## src/rtl/mem_arbiter_pkg.sv

```systemverilog
// mem_arbiter_pkg
//   Shared types for the memory bus arbiter: basic word types, the latched
//   request record, FSM state encoding and requester identifiers.
//   No ports (package).
package mem_arbiter_pkg;

    typedef logic [31:0] u32;
    typedef logic [3:0]  u4;

    // Request fields captured at grant time and replayed onto the bus.
    typedef struct packed {
        logic write;
        u32   addr;
        u32   wdata;
        u4    strobe;
    } mem_req_t;

    typedef enum logic [2:0] {
        IDLE,
        REQ_I,
        REQ_D,
        WAIT_I,
        WAIT_D
    } arb_state_t;

    typedef enum logic {
        SRC_I,
        SRC_D
    } arb_src_t;

    // Instruction fetches are always full-word reads.
    localparam u4 STROBE_ALL = 4'hF;

endpackage

```

## src/rtl/mem_arbiter_watchdog.sv

```systemverilog
// arb_watchdog
//   Saturating wait counter for the bus response phase.
//   Ports:
//     clk, resetn : clock and asynchronous active-low reset
//     clear       : restart the count (asserted on bus accept)
//     enable      : count this cycle (asserted while waiting for bus_ok)
//     expired     : this waiting cycle is the MAX_WAIT-th since accept
//   MAX_WAIT = 0 disables expiry; the counter then just saturates.
module arb_watchdog #(
    parameter int MAX_WAIT = 255,
    parameter int CNT_W    = 8
) (
    input  logic clk,
    input  logic resetn,
    input  logic clear,
    input  logic enable,
    output logic expired
);

    // The accept cycle clears the counter, so the count lags the number of
    // cycles since accept by one; expire when the count is MAX_WAIT-1.
    localparam int              LAST_I = (MAX_WAIT == 0) ? 0 : MAX_WAIT - 1;
    localparam logic [CNT_W-1:0] LAST  = CNT_W'(LAST_I);
    localparam logic [CNT_W-1:0] ONE   = CNT_W'(1);

    logic [CNT_W-1:0] cnt_q;
    logic [CNT_W-1:0] cnt_d;

    always_comb begin
        cnt_d = cnt_q;
        if (clear) begin
            cnt_d = '0;
        end else if (enable && (cnt_q != '1)) begin
            cnt_d = cnt_q + ONE;
        end
    end

    always_ff @(posedge clk or negedge resetn) begin
        if (!resetn) begin
            cnt_q <= '0;
        end else begin
            cnt_q <= cnt_d;
        end
    end

    assign expired = (MAX_WAIT != 0) && enable && !clear && (cnt_q == LAST);

endmodule

```

## src/rtl/mem_arbiter.sv

```systemverilog
// mem_arbiter
//   Shares one memory bus between instruction fetch (I) and data access (D).
//   One outstanding transaction; D wins over I unless MEM_ARBITER_RR_EN is
//   defined, in which case simultaneous requests alternate (last_grant).
//   Ports:
//     clk, resetn                       : clock, async active-low reset
//     ireq_valid/addr                   : fetch request (held until iresp_ok)
//     iresp_ok/data                     : fetch completion, data 0 when idle
//     dreq_valid/write/addr/wdata/strobe: data request (held until dresp_ok)
//     dresp_ok/data                     : data completion, data 0 when idle
//     bus_valid/write/addr/wdata/strobe : registered bus request
//     bus_ready, bus_ok, bus_rdata      : bus accept, response, read data
//     bus_timeout                       : pulse when the watchdog ends a wait
//   Handshake: the bus accepts when bus_valid && bus_ready; the response is
//   the first bus_ok at or after the accept cycle. Responses to requesters
//   are single-cycle x_resp_ok pulses, combinational from bus_ok.
//   Optional macro: MEM_ARBITER_RR_EN.
module mem_arbiter
    import mem_arbiter_pkg::*;
#(
    parameter int MAX_WAIT = 255,
    parameter int CNT_W    = 8
) (
    input  logic        clk,
    input  logic        resetn,
    input  logic        ireq_valid,
    input  logic [31:0] ireq_addr,
    output logic        iresp_ok,
    output logic [31:0] iresp_data,
    input  logic        dreq_valid,
    input  logic        dreq_write,
    input  logic [31:0] dreq_addr,
    input  logic [31:0] dreq_wdata,
    input  logic [3:0]  dreq_strobe,
    output logic        dresp_ok,
    output logic [31:0] dresp_data,
    output logic        bus_valid,
    output logic        bus_write,
    output logic [31:0] bus_addr,
    output logic [31:0] bus_wdata,
    output logic [3:0]  bus_strobe,
    input  logic        bus_ready,
    input  logic        bus_ok,
    input  logic [31:0] bus_rdata,
    output logic        bus_timeout
);

    arb_state_t state_q, state_d;
    mem_req_t   req_q, req_d;
    logic       bus_valid_q, bus_valid_d;
    arb_src_t   grant;
    logic       resp_fire;
    u32         resp_data;
    logic       resp_is_d;
    logic       wd_clear, wd_enable, wd_expired;
`ifdef MEM_ARBITER_RR_EN
    arb_src_t   last_grant_q, last_grant_d;
`endif

    arb_watchdog #(
        .MAX_WAIT (MAX_WAIT),
        .CNT_W    (CNT_W)
    ) u_watchdog (
        .clk     (clk),
        .resetn  (resetn),
        .clear   (wd_clear),
        .enable  (wd_enable),
        .expired (wd_expired)
    );

    // Grant selection, only consulted in IDLE.
    always_comb begin
`ifdef MEM_ARBITER_RR_EN
        if (dreq_valid && ireq_valid) begin
            grant = (last_grant_q == SRC_I) ? SRC_D : SRC_I;
        end else begin
            grant = dreq_valid ? SRC_D : SRC_I;
        end
`else
        grant = dreq_valid ? SRC_D : SRC_I;
`endif
    end

    always_comb begin
        state_d     = state_q;
        req_d       = req_q;
        bus_valid_d = 1'b0;
        resp_fire   = 1'b0;
        resp_data   = '0;
        bus_timeout = 1'b0;
        wd_clear    = 1'b0;
        wd_enable   = 1'b0;
`ifdef MEM_ARBITER_RR_EN
        last_grant_d = last_grant_q;
`endif
        case (state_q)
            IDLE: begin
                if (dreq_valid || ireq_valid) begin
                    bus_valid_d = 1'b1;
                    if (grant == SRC_D) begin
                        req_d.write  = dreq_write;
                        req_d.addr   = dreq_addr;
                        req_d.wdata  = dreq_wdata;
                        req_d.strobe = dreq_strobe;
                        state_d      = REQ_D;
                    end else begin
                        req_d.write  = 1'b0;
                        req_d.addr   = ireq_addr;
                        req_d.wdata  = '0;
                        req_d.strobe = STROBE_ALL;
                        state_d      = REQ_I;
                    end
`ifdef MEM_ARBITER_RR_EN
                    last_grant_d = grant;
`endif
                end
            end
            REQ_I, REQ_D: begin
                bus_valid_d = 1'b1;
                // bus_ok before the accept belongs to nobody and is ignored.
                if (bus_ready) begin
                    bus_valid_d = 1'b0;
                    if (bus_ok) begin
                        resp_fire = 1'b1;
                        resp_data = bus_rdata;
                        state_d   = IDLE;
                    end else begin
                        wd_clear = 1'b1;
                        state_d  = (state_q == REQ_D) ? WAIT_D : WAIT_I;
                    end
                end
            end
            WAIT_I, WAIT_D: begin
                wd_enable = 1'b1;
                if (bus_ok) begin
                    resp_fire = 1'b1;
                    resp_data = bus_rdata;
                    state_d   = IDLE;
                end else if (wd_expired) begin
                    resp_fire   = 1'b1;
                    bus_timeout = 1'b1;
                    state_d     = IDLE;
                end
            end
            default: begin
                state_d = IDLE;
            end
        endcase
    end

    always_ff @(posedge clk or negedge resetn) begin
        if (!resetn) begin
            state_q      <= IDLE;
            req_q        <= '0;
            bus_valid_q  <= 1'b0;
`ifdef MEM_ARBITER_RR_EN
            last_grant_q <= SRC_I;
`endif
        end else begin
            state_q      <= state_d;
            req_q        <= req_d;
            bus_valid_q  <= bus_valid_d;
`ifdef MEM_ARBITER_RR_EN
            last_grant_q <= last_grant_d;
`endif
        end
    end

    // Response routing: the side is implied by the current state.
    assign resp_is_d  = (state_q == REQ_D) || (state_q == WAIT_D);
    assign iresp_ok   = resp_fire && !resp_is_d;
    assign dresp_ok   = resp_fire && resp_is_d;
    assign iresp_data = iresp_ok ? resp_data : '0;
    assign dresp_data = dresp_ok ? resp_data : '0;

    assign bus_valid  = bus_valid_q;
    assign bus_write  = req_q.write;
    assign bus_addr   = req_q.addr;
    assign bus_wdata  = req_q.wdata;
    assign bus_strobe = req_q.strobe;

endmodule

```

## config.mk

```make
export PLATFORM = sky130hd
export DESIGN_NAME = mem_arbiter
export DESIGN_NICKNAME = d
export VERILOG_FILES = /design/src/rtl/mem_arbiter_pkg.sv /design/src/rtl/mem_arbiter_watchdog.sv /design/src/rtl/mem_arbiter.sv
export SDC_FILE = /design/constraint.sdc
export NUM_CORES = 1
export LEC_CHECK = 0
export CAP_MARGIN = 10
export CORE_MARGIN = 2
export CORE_UTILIZATION = 37
export CTS_CLUSTER_DIAMETER = 80
export DETAILED_ROUTE_END_ITERATION = 8
export PLACE_DENSITY = 0.86
export SYNTH_ARGS = -nofsm -noshare
export SYNTH_HDL_FRONTEND = slang
export SYNTH_HIERARCHICAL = 1
export SYNTH_SLANG_ARGS = --single-unit
```

## constraint.sdc

```tcl
create_clock -name clk -period 3.25 [get_ports clk]
set_input_delay 0.65 -clock clk [delete_from_list [all_inputs] [get_ports clk]]
set_output_delay 0.65 -clock clk [all_outputs]
set_load 0.01 [all_outputs]
```

==> flow_metrics.tcl, run 1 <==
set metrics [dict create \
    synth_edf_count 0 \
    report.final.hold_viol_count 0 \
    drc 0 \
    grt_antenna_before_repair 0 \
    grt_start_max_net_pins 82 \
    status "finished clean" \
    first_global_vias 4100 \
    yosys-mux-area-fraction_pct 19.2 \
    grt_first_pass_wirelength_um 21300 \
    i_o_pins 276 \
    synth_top_family_by_area "multiplexers" \
    period_share_pct 97.5 \
    post_synth_and_or_nand_nor_area_fraction_pct 15.7 \
    grt_overflow 0 \
    core_mm2 0.0113 \
    synth.yosys.warnings 6 \
    synth.lib_cells_used.distinct 47 \
    vias 3868 \
    arrival_ns 2.52 \
    max_slew.worst_pin.slew_ns 1.01 \
    critical_path.startpoint_type "input pin" \
    synth_top_cell_by_area "sky130_fd_sc_hd__dfrtp_1" \
    ant_nets 0 \
    vdd.ir_drop.worst_v 0.000457 \
    place_inst 759 \
    synth_seq_cells 81 \
    final_max_slew_viol_count 0 \
    tot_gr_track_use_pct 21.5 \
    dominantRegCellSynth "sky130_fd_sc_hd__dfrtp_1" \
    crit_path_end_kind "output pin" \
    layout.cells.non_filler 775 \
    clock-sinks 81 \
    post_cts.repair.setup_buffers 0 \
    hold_class "input pin to asynchronous set/reset pin" \
    num_cts_buffers 9 \
    floorplan.die_area_mm2 0.0123 \
    leakage_nw 3.12 \
    required_ns 2.60 \
    synth-compound-area-share_pct 12.2 \
    totalWireLength_um 13500 \
    drive_above_1_share_pct 15.5 \
    synth_async_sr_flop_share_pct 100 \
    num_rows 39 \
    cell_at_the_root_of_the_clock_tree "sky130_fd_sc_hd__clkbuf_16" \
    post_synth_xor_area_fraction_pct 0.207 \
    wl_per_cell_um 17.4 \
    portBuffers 275 \
    insertedDiodeCount 0 \
    cts.clk_slew.worst_paths_ns 0.06 \
    initial_cell_density_of_the_core_pct 37.5 \
    die_height_um 111 \
    fin_setup_tns_ns 0 \
    syn_to_final_growth_pct 77.5 \
    synth_area_per_cell_um2 11.9 \
    fp.dieW_um 111 \
    maxSlewHeadroom_pct 32.4 \
    fin_skew_ns 0.00366 \
    dr.first_iter.drc_count 135 \
    worstSkewPairLatency_ns 0.33 \
    regToRegSetupSlack_ns 1.13 \
    critical_path_maximum_fanout 32 \
    powerDensity_mw_per_mm2 767 \
    cts_max_path_buffers 2 \
    fmax_ghz 0.316 \
    drt_pass1_iterations 5 \
    power.total_mw 5.76 \
    post_synth_net_total 495 \
    hpwl_um 10200 \
    synth.cell_area_mm2 0.00423 \
    worst-setup-path-type "input pin to output pin" \
    max_cap_viol_count 0 \
    synthDominantCellAreaShare_pct 47.9 \
    fin_nets 768 \
    cts_tree "built" \
    drt-vias-per-instance 4.99 \
    synth_fa_ha_area_share_pct 0.592 \
    synthCells 354 \
    gp_congestion 0.789 \
    rsz0062_at_grt "false" \
    synth_area_leaders "sky130_fd_sc_hd__dfrtp_1, sky130_fd_sc_hd__and2_1, sky130_fd_sc_hd__mux2_2" \
    setup_violations 0 \
    time_the_worst_path_needs_with_i_o_delays_and_setup_ns 3.17 \
    cts_max_level 3 \
    synth-seq-area-share_pct 47.9 \
]
-- cell usage after synthesis, types with 2 or more instances --
library cell	instances
sky130_fd_sc_hd__nand3b_1	2
sky130_fd_sc_hd__clkbuf_1	4
sky130_fd_sc_hd__buf_2	16
sky130_fd_sc_hd__o21ai_1	3
sky130_fd_sc_hd__or4b_1	2
sky130_fd_sc_hd__inv_1	7
sky130_fd_sc_hd__buf_4	2
sky130_fd_sc_hd__nor2_1	6
sky130_fd_sc_hd__dfrtp_1	81
sky130_fd_sc_hd__mux2_4	18
sky130_fd_sc_hd__a22o_1	33
sky130_fd_sc_hd__ha_1	2
sky130_fd_sc_hd__nand2b_1	4
sky130_fd_sc_hd__nand2_1	5
sky130_fd_sc_hd__o21ai_0	4
sky130_fd_sc_hd__nand3_1	3
sky130_fd_sc_hd__a211oi_1	6
sky130_fd_sc_hd__o21a_1	2
sky130_fd_sc_hd__and2_1	65
sky130_fd_sc_hd__mux2_2	34
sky130_fd_sc_hd__mux2_1	14
sky130_fd_sc_hd__buf_8	2
sky130_fd_sc_hd__a21oi_1	4
sky130_fd_sc_hd__o22a_1	5
sky130_fd_sc_hd__nor3_1	5
sky130_fd_sc_hd__a31oi_1	2
sky130_fd_sc_hd__o21bai_1	2
sky130_fd_sc_hd__nand4_1	2
-- worst max-delay path, cell delays in order --
cell	delay [ns]
sky130_fd_sc_hd__clkdlybuf4s50_1	0.48
sky130_fd_sc_hd__buf_4	0.15
sky130_fd_sc_hd__nand3b_1	0.13
sky130_fd_sc_hd__a21oi_2	0.21
sky130_fd_sc_hd__buf_12	0.18
sky130_fd_sc_hd__and2_1	0.15
sky130_fd_sc_hd__clkdlybuf4s50_1	0.55
-- what timing repair did --
| action | 4_1_cts | 5_1_grt |
|---|---|---|
| hold buffers | 0 | 0 |
| setup endpoints to repair | 1 | 13 |
| gates cloned | 0 | 0 |
| pin swaps | 0 | 1 |
| gates resized for setup | 1 | 11 |
-- cells by family (layout without fill, tap and decap cells) --
logic type	after synthesis	in the layout
AND/OR/NAND/NOR	106	106
flip-flops	81	81
AO/OA/AOI/OAI	66	66
multiplexers	66	66
buffers and inverters	32	310
adder cells (fa/ha/maj)	2	2
XOR/XNOR	1	1
-- placed cells by master (no fill, tap or decap), drive strengths merged, types with 2 or more instances in the layout --
cell,n
and2,65
nor2,6
mux2,66
nand3,4
nand2,5
dfrtp,81
nand4,2
o21ai,7
and3,2
clkdlybuf4s50,271
nand3b,2
ha,2
o21a,2
a21oi,5
clkinv,2
o21bai,2
a22o,33
buf,14
or4b,2
o22a,5
inv,8
a211oi,6
bufinv,2
a31oi,2
dlymetal6s2s,2
nand2b,4
and4,2
nor3,6
clkbuf,10
-- layer usage --
metal	global-route usage (%)	part of all wire (%)	vias to the layer above
li1	-	-	1815
met1	25.7	40	1884
met2	38.0	52	148
met3	6.01	5.8	21
met4	6.00	2.1	0
met5	0	0	-
-- final timing paths --
check	cells after the start	to	startpoint
max in group asynchronous	1	state_q[2]$_DFFE_PN0P_	resetn
min in group clk	1	bus_addr[28]$_DFFE_PN0P_	bus_addr[28]$_DFFE_PN0P_
worst max-delay path	7	dresp_data[22]	bus_ready
worst max register to register	5	bus_addr[31]$_DFFE_PN0P_	state_q[2]$_DFFE_PN0P_
worst min-delay path	1	u_watchdog/cnt_q[1]$_DFFE_PN0P_	resetn
worst min register to register	1	bus_addr[28]$_DFFE_PN0P_	bus_addr[28]$_DFFE_PN0P_
-- power breakdown --
group,leakage [nW],internal [mW],total (mW),switching [mW]
Combinational,1.96,1.74,2.89,1.15
Clock,0.159,0.696,1.10,0.402
Sequential,0.993,1.46,1.77,0.309
-- registers in the layout (all words and copies together) (netlist names) --
| name | cells |
|---|---|
| bus_addr | 32 |
| bus_write | 1 |
| u_watchdog/cnt_q | 8 |
| bus_wdata | 32 |
| bus_strobe | 4 |
| bus_valid | 1 |
| state_q | 3 |
-- area by class of cell --
type | instances | area [um2]
Clock inverter | 6 | 90.1
Inverter | 7 | 26.3
Multi-Input combinational cell | 241 | 2060
Timing Repair Buffer | 287 | 2880
Fill cell | 844 | 3760
Sequential cell | 81 | 2030
Clock buffer | 10 | 239
Tap cell | 143 | 179
-- through the flow --
stage | area (um2) | utilization [%] | hold WS (ns) | setup WS (ns)
global route | 7510 | 66.6 | 0.507 | 0.000248
global placement | 7130 | 63.3 | 0.467 | 0.0704
floorplan | 4230 | - | 0.354 | 0.704
CTS | 7470 | 66.3 | 0.492 | 0.00167
detailed placement | 7130 | 63.3 | 0.478 | 0.0584
finish | 7510 | 66.6 | 0.484 | 0.0805
No activity file was read; power rests on OpenSTA's default activity.
==> inputs of run 2 (changes only) <==
CELL_PAD_IN_SITES_DETAIL_PLACEMENT = 1   (was default)
CELL_PAD_IN_SITES_GLOBAL_PLACEMENT = 1   (was default)
CORE_ASPECT_RATIO = 2   (was default)
CORE_UTILIZATION = 27   (was 37)
==> run 2 against run 1 <==
Global-route usage shrank 3.3 points; maximum frequency grew 1.4%; critical path type unchanged; die area grew 36%; setup slack gained 0.044 ns; total power shrank 1.1%; highest routed layer unchanged; combinational power grew 2%; worst hold slack lost 0.073 ns.
==> flow_metrics.tcl, run 2 (synthesis gave the netlist of run 1 again) <==
set metrics [dict create \
    final_cell_mix "sky130_fd_sc_hd__clkdlybuf4s50_1, sky130_fd_sc_hd__dfrtp_1, sky130_fd_sc_hd__and2_1" \
    critical_path.startpoint_type "input pin" \
    n_fill_cell 1671 \
    powerDensity_mw_per_mm2 755 \
    critPathMostFrequentCell "sky130_fd_sc_hd__clkdlybuf4s50_1" \
    crit_path_end_kind "output pin" \
    vdd.ir_drop.worst_v 0.000417 \
    max_slew.worst_pin.slew_ns 0.894 \
    cts_max_path_buffers 2 \
    setup_violations 0 \
    grt_antenna_before_repair 0 \
    first_global_vias 4529 \
    ant_nets 0 \
    syn_to_final_growth_pct 78.6 \
    worst_r2r_path_depth 8 \
    tot_gr_track_use_pct 18.2 \
    worst_setup_path_startpoint "bus_ok" \
    insertedDiodeCount 0 \
    drt-vias-per-instance 4.81 \
    drt_pass1_iterations 4 \
    drive_above_1_share_pct 16.0 \
    fin_setup_tns_ns 0 \
    num_cts_buffers 9 \
    grt_start_max_net_pins 69 \
    fp.dieW_um 92.5 \
    totalWireLength_um 15100 \
    final_max_slew_viol_count 0 \
    cpMaxStageDelayCell "sky130_fd_sc_hd__clkdlybuf4s50_1" \
    crit-reg2reg-launch "u_watchdog/cnt_q[4]$_DFFE_PN0P_" \
    path_cells "clkdlybuf4s50_1 -> buf_4 -> nand2b_1 -> a21oi_2 -> buf_12 -> and2_1 -> clkdlybuf4s50_1" \
    period_share_pct 96.2 \
    critical-path-top-delay-family "buffers and inverters" \
    timing.hold.ws_ns 0.411 \
    maxSlewHeadroom_pct 40.4 \
    layout.cells.most_common "sky130_fd_sc_hd__clkdlybuf4s50_1" \
    i_o_pins 276 \
    clock-sinks 81 \
    hpwl_um 12000 \
    report.final.hold_viol_count 0 \
    cts_hold_repair.buffers 0 \
    vias 4019 \
    wl_per_cell_um 18.1 \
    power.total_mw 5.70 \
    critical_path.max_stage_delay_ns 0.55 \
    grt_overflow 0 \
    hold_class "input pin to asynchronous set/reset pin" \
    dr.first_iter.drc_count 63 \
    critical_path_maximum_fanout 32 \
    arrival_ns 2.48 \
    drc 0 \
    crit_cells 7 \
    required_ns 2.60 \
    pre_cts_ws_ns -0.0503 \
    floorplan.die_area_mm2 0.0167 \
    max_cap_viol_count 0 \
    core_mm2 0.0153 \
    cts_max_level 3 \
    cts.clk_slew.worst_paths_ns 0.06 \
    cell_at_the_root_of_the_clock_tree "sky130_fd_sc_hd__clkbuf_16" \
    fin_skew_ns 0.00580 \
    cts_tree "built" \
    cp-endpoint "dresp_data[13]" \
    leakage_nw 3.10 \
    status "finished clean" \
    num_rows 64 \
    fin_nets 775 \
    setup_ws_ns 0.125 \
    fmax_ghz 0.320 \
    gp_congestion 0.769 \
    time_the_worst_path_needs_with_i_o_delays_and_setup_ns 3.13 \
    die_height_um 181 \
    grt_first_pass_wirelength_um 23800 \
    critical_path.reg2reg.endpoint "state_q[1]$_DFFE_PN0P_" \
    regToRegSetupSlack_ns 1.10 \
    portBuffers 275 \
    worst-setup-path-type "input pin to output pin" \
    critPathBufInv 4 \
    initial_cell_density_of_the_core_pct 27.7 \
    worstSkewPairLatency_ns 0.34 \
]
## run 2: worst min-delay path by stage
stage | depth (start not counted) | end | slack (ns) | startpoint
floorplan | 0 | bus_addr[0]$_DFFE_PN0P_ | 0.35 | resetn
global placement | 1 | bus_addr[3]$_DFFE_PN0P_ | 0.47 | bus_addr[3]$_DFFE_PN0P_
detailed placement | 1 | bus_addr[26]$_DFFE_PN0P_ | 0.48 | bus_addr[26]$_DFFE_PN0P_
CTS | 1 | bus_addr[16]$_DFFE_PN0P_ | 0.47 | resetn
global route | 1 | bus_addr[17]$_DFFE_PN0P_ | 0.50 | resetn
finish | 1 | bus_addr[17]$_DFFE_PN0P_ | 0.41 | resetn
## run 2: layer usage
layer	global-route usage, %	part of all wire (%)
met1	16.6	31
met2	36.3	58
met3	5.38	8.7
met4	6.57	2.6
met5	0	0
## run 2: worst reg2reg max path: stages, from the launching register on
cell and delay [ns]:
sky130_fd_sc_hd__dfrtp_1 0.45, sky130_fd_sc_hd__and4_1 0.30, sky130_fd_sc_hd__nand3_1 0.16, sky130_fd_sc_hd__nor3_2 0.26, sky130_fd_sc_hd__nor2_1 0.10, sky130_fd_sc_hd__buf_4 0.14
sky130_fd_sc_hd__buf_4 0.14, sky130_fd_sc_hd__a211o_1 0.29, sky130_fd_sc_hd__a32oi_1 0.22
## run 2: cell type report
| class | count | area, um2 | area share, % |
|---|---|---|---|
| clock buffer | 13 | 270 | 3.58 |
| multi-input combinational | 241 | 2050 | 27.1 |
| inverter | 7 | 26.3 | 0.348 |
| clock inverter | 2 | 12.5 | 0.166 |
| sequential | 81 | 2030 | 26.9 |
| tap | 198 | 248 | 3.28 |
| timing repair buffer | 294 | 2920 | 38.6 |
## run 2: per-stage QoR
stage	utilization (%)	cell area, um2	std cells
4_1_cts	49.2	7530	834
3_5_place_dp	47.3	7230	819
6_report	49.4	7550	836
5_1_grt	49.4	7550	836
2_1_floorplan	-	4230	354
3_3_place_gp	47.3	7230	819
## run 2: power breakdown
group          internal, mW  total, mW  switching, mW
clock network         0.575      0.963          0.388
logic                  1.76       2.96           1.20
registers              1.46       1.78          0.317
total                  3.80       5.70           1.90
## run 2: repair_timing
item | 4_1_cts | 5_1_grt
setup endpoints to repair | 2 | 3
buffers inserted | 0 | 2
resized for setup | 3 | 5
pin swaps | 1 | 0
==> inputs of run 3 (changes only) <==
CORE_ASPECT_RATIO = default   (was 2)
==> run 3 against run 2 <==
Critical path depth stayed put; first-iteration DRC count is 54% higher; highest routed layer unchanged; non-clock buffer count is 4 lower; via count is 3.0% lower; clock power is 7% higher; combinational power hardly changed; maximum frequency is 1.0% lower; worst hold slack worse by 0.15 ns; total power is 0.79% higher; die area is 0.36% lower; setup slack worse by 0.031 ns; utilization is 0.58 points higher.
==> flow_metrics.tcl, run 3 (synthesis gave the netlist of run 1 again) <==
set metrics [dict create \
    required_ns 2.60 \
    gp_congestion 0.745 \
    cell_at_the_root_of_the_clock_tree "sky130_fd_sc_hd__clkbuf_16" \
    arrival_ns 2.51 \
    vdd.ir_drop.worst_v 0.000400 \
    power.switching_fraction_pct 33.8 \
    grt_antenna_before_repair 0 \
    core_mm2 0.0153 \
    cts_tree "built" \
    grt_first_pass_wirelength_um 23900 \
    setup_ws_ns 0.0935 \
    critical_path_maximum_fanout 32 \
    cts_max_path_buffers 2 \
    fp.dieW_um 129 \
    wl_per_cell_um 18.3 \
    crit_path_end_kind "output pin" \
    worstSkewPairLatency_ns 0.34 \
    p_sw_mw 1.94 \
    layout.cells.most_common "sky130_fd_sc_hd__clkdlybuf4s50_1" \
    drt_pass1_iterations 4 \
    finalCoreUtilization_pct 50.0 \
    first_global_vias 4415 \
    fin_nets 771 \
    drive_above_1_share_pct 15.7 \
    time_the_worst_path_needs_with_i_o_delays_and_setup_ns 3.16 \
    max_slew.worst_pin.slew_ns 0.475 \
    status "finished clean" \
    final_cell_mix "sky130_fd_sc_hd__clkdlybuf4s50_1, sky130_fd_sc_hd__dfrtp_1, sky130_fd_sc_hd__and2_1" \
    floorplan.die_area_mm2 0.0167 \
    drc 0 \
    num_rows 45 \
    dr.first_iter.drc_count 97 \
    grt_most_used_layer "met2" \
    internal_power_mw 3.80 \
    cts_hold_repair.buffers 0 \
    comb_power_share_pct 51.0 \
    drt-vias-per-instance 4.61 \
    fin_setup_tns_ns 0 \
    insertedDiodeCount 0 \
    cts_max_level 3 \
    maxSlewHeadroom_pct 68.3 \
    initial_cell_density_of_the_core_pct 27.7 \
    portBuffers 275 \
    setup_violations 0 \
    power_frac_seq_pct 31.0 \
    period_share_pct 97.1 \
    critical_path.startpoint_type "input pin" \
    clock-sinks 81 \
    fin_skew_ns 0.00533 \
    powerDensity_mw_per_mm2 753 \
    n_fill_cell 1600 \
    num_cts_buffers 9 \
    pwr-share-clk_pct 18.0 \
    final_max_slew_viol_count 0 \
    vias 3900 \
    cts.clk_slew.worst_paths_ns 0.06 \
    grtUsageMet1_pct 19.9 \
    die_height_um 129 \
    worst-setup-path-type "input pin to output pin" \
    power.total_mw 5.74 \
    grtUsageMet2_pct 33.0 \
    grt_overflow 0 \
    grt_start_max_net_pins 38 \
    pre_cts_ws_ns 0.0216 \
    totalWireLength_um 15500 \
    syn_to_final_growth_pct 80.3 \
    report.final.hold_viol_count 0 \
    fmax_ghz 0.317 \
    leakage_nw 3.43 \
    post_cts.repair.setup_buffers 0 \
    hold_class "input pin to asynchronous set/reset pin" \
    max_cap_viol_count 0 \
    tot_gr_track_use_pct 18.4 \
    i_o_pins 276 \
    ant_nets 0 \
    hpwl_um 12100 \
    grt_util_met3_pct 6.90 \
    rsz0062_at_grt "false" \
]
## run 3: cell count changes in the layout (fill, tap and decap cells not counted), sizes merged
cell / change
bufinv: +1
dlymetal6s2s: +19
inv: +2
clkbuf: -4
buf: -4
clkdlybuf4s50: -19
clkinvlp: +2
## run 3: power groups by stage
stage / registers [mW] / logic, mW / clock network [mW]
final: 1.78 / 2.93 / 1.03
after global routing: 1.84 / 3.15 / 1.10
after CTS: 1.78 / 2.97 / 1.07
after detailed placement: 1.78 / 2.96 / 0
after global placement: 1.74 / 2.86 / 0
after floorplan: 1.90 / 1.29 / 0
## run 3: area by class of cell
| class | count | area (um2) | area share [%] |
|---|---|---|---|
| Clock buffer | 9 | 225 | 2.95 |
| Clock inverter | 7 | 77.6 | 1.02 |
| Inverter | 7 | 26.3 | 0.345 |
| Multi-Input combinational cell | 241 | 2060 | 27.0 |
| Sequential cell | 81 | 2030 | 26.6 |
| Tap cell | 211 | 264 | 3.46 |
| Timing Repair Buffer | 290 | 2950 | 38.6 |
## run 3: critical path, cell delays in order
cell and delay, ns:
sky130_fd_sc_hd__clkdlybuf4s50_1 0.49, sky130_fd_sc_hd__buf_4 0.15, sky130_fd_sc_hd__nand3b_1 0.13, sky130_fd_sc_hd__a21oi_2 0.21, sky130_fd_sc_hd__buf_12 0.18, sky130_fd_sc_hd__and2_1 0.15
sky130_fd_sc_hd__clkdlybuf4s50_1 0.53
## run 3: what timing repair did
action                                  CTS  global route
pin swaps                                 0             1
resized for setup                         1            27
endpoints found under the setup margin    2            34
## run 3: final timing paths
path / from / endpoint / depth (start not counted) / slack, ns
worst min-delay path: resetn / bus_wdata[8]$_DFFE_PN0P_ / 1 / 0.26
min in group clk: bus_addr[31]$_DFFE_PN0P_ / bus_addr[31]$_DFFE_PN0P_ / 1 / 0.49
worst min register to register: bus_addr[31]$_DFFE_PN0P_ / bus_addr[31]$_DFFE_PN0P_ / 1 / 0.49
worst max-delay path: bus_ready / dresp_data[29] / 7 / 0.09
worst max register to register: state_q[0]$_DFFE_PN0P_ / bus_addr[5]$_DFFE_PN0P_ / 5 / 1.09
max in group asynchronous: resetn / state_q[1]$_DFFE_PN0P_ / 2 / 2.22
## run 3: through the flow
| step | instances | hold WS, ns | area, um2 |
|---|---|---|---|
| finish | 846 | 0.263 | 7620 |
| detailed placement | 830 | 0.479 | 7240 |
| global placement | 830 | 0.469 | 7240 |
| global route | 846 | 0.282 | 7620 |
| CTS | 846 | 0.265 | 7550 |
| floorplan | 354 | 0.354 | 4230 |
## run 3: routing by layer
| metal | share of wire [%] | vias up | routed length, um |
|---|---|---|---|
| met5 | 0 | - | 0 |
| met4 | 2.5 | 0 | 394 |
| li1 | - | 1816 | - |
| met3 | 8.0 | 29 | 1230 |
| met1 | 37 | 1893 | 5710 |
| met2 | 53 | 162 | 8130 |
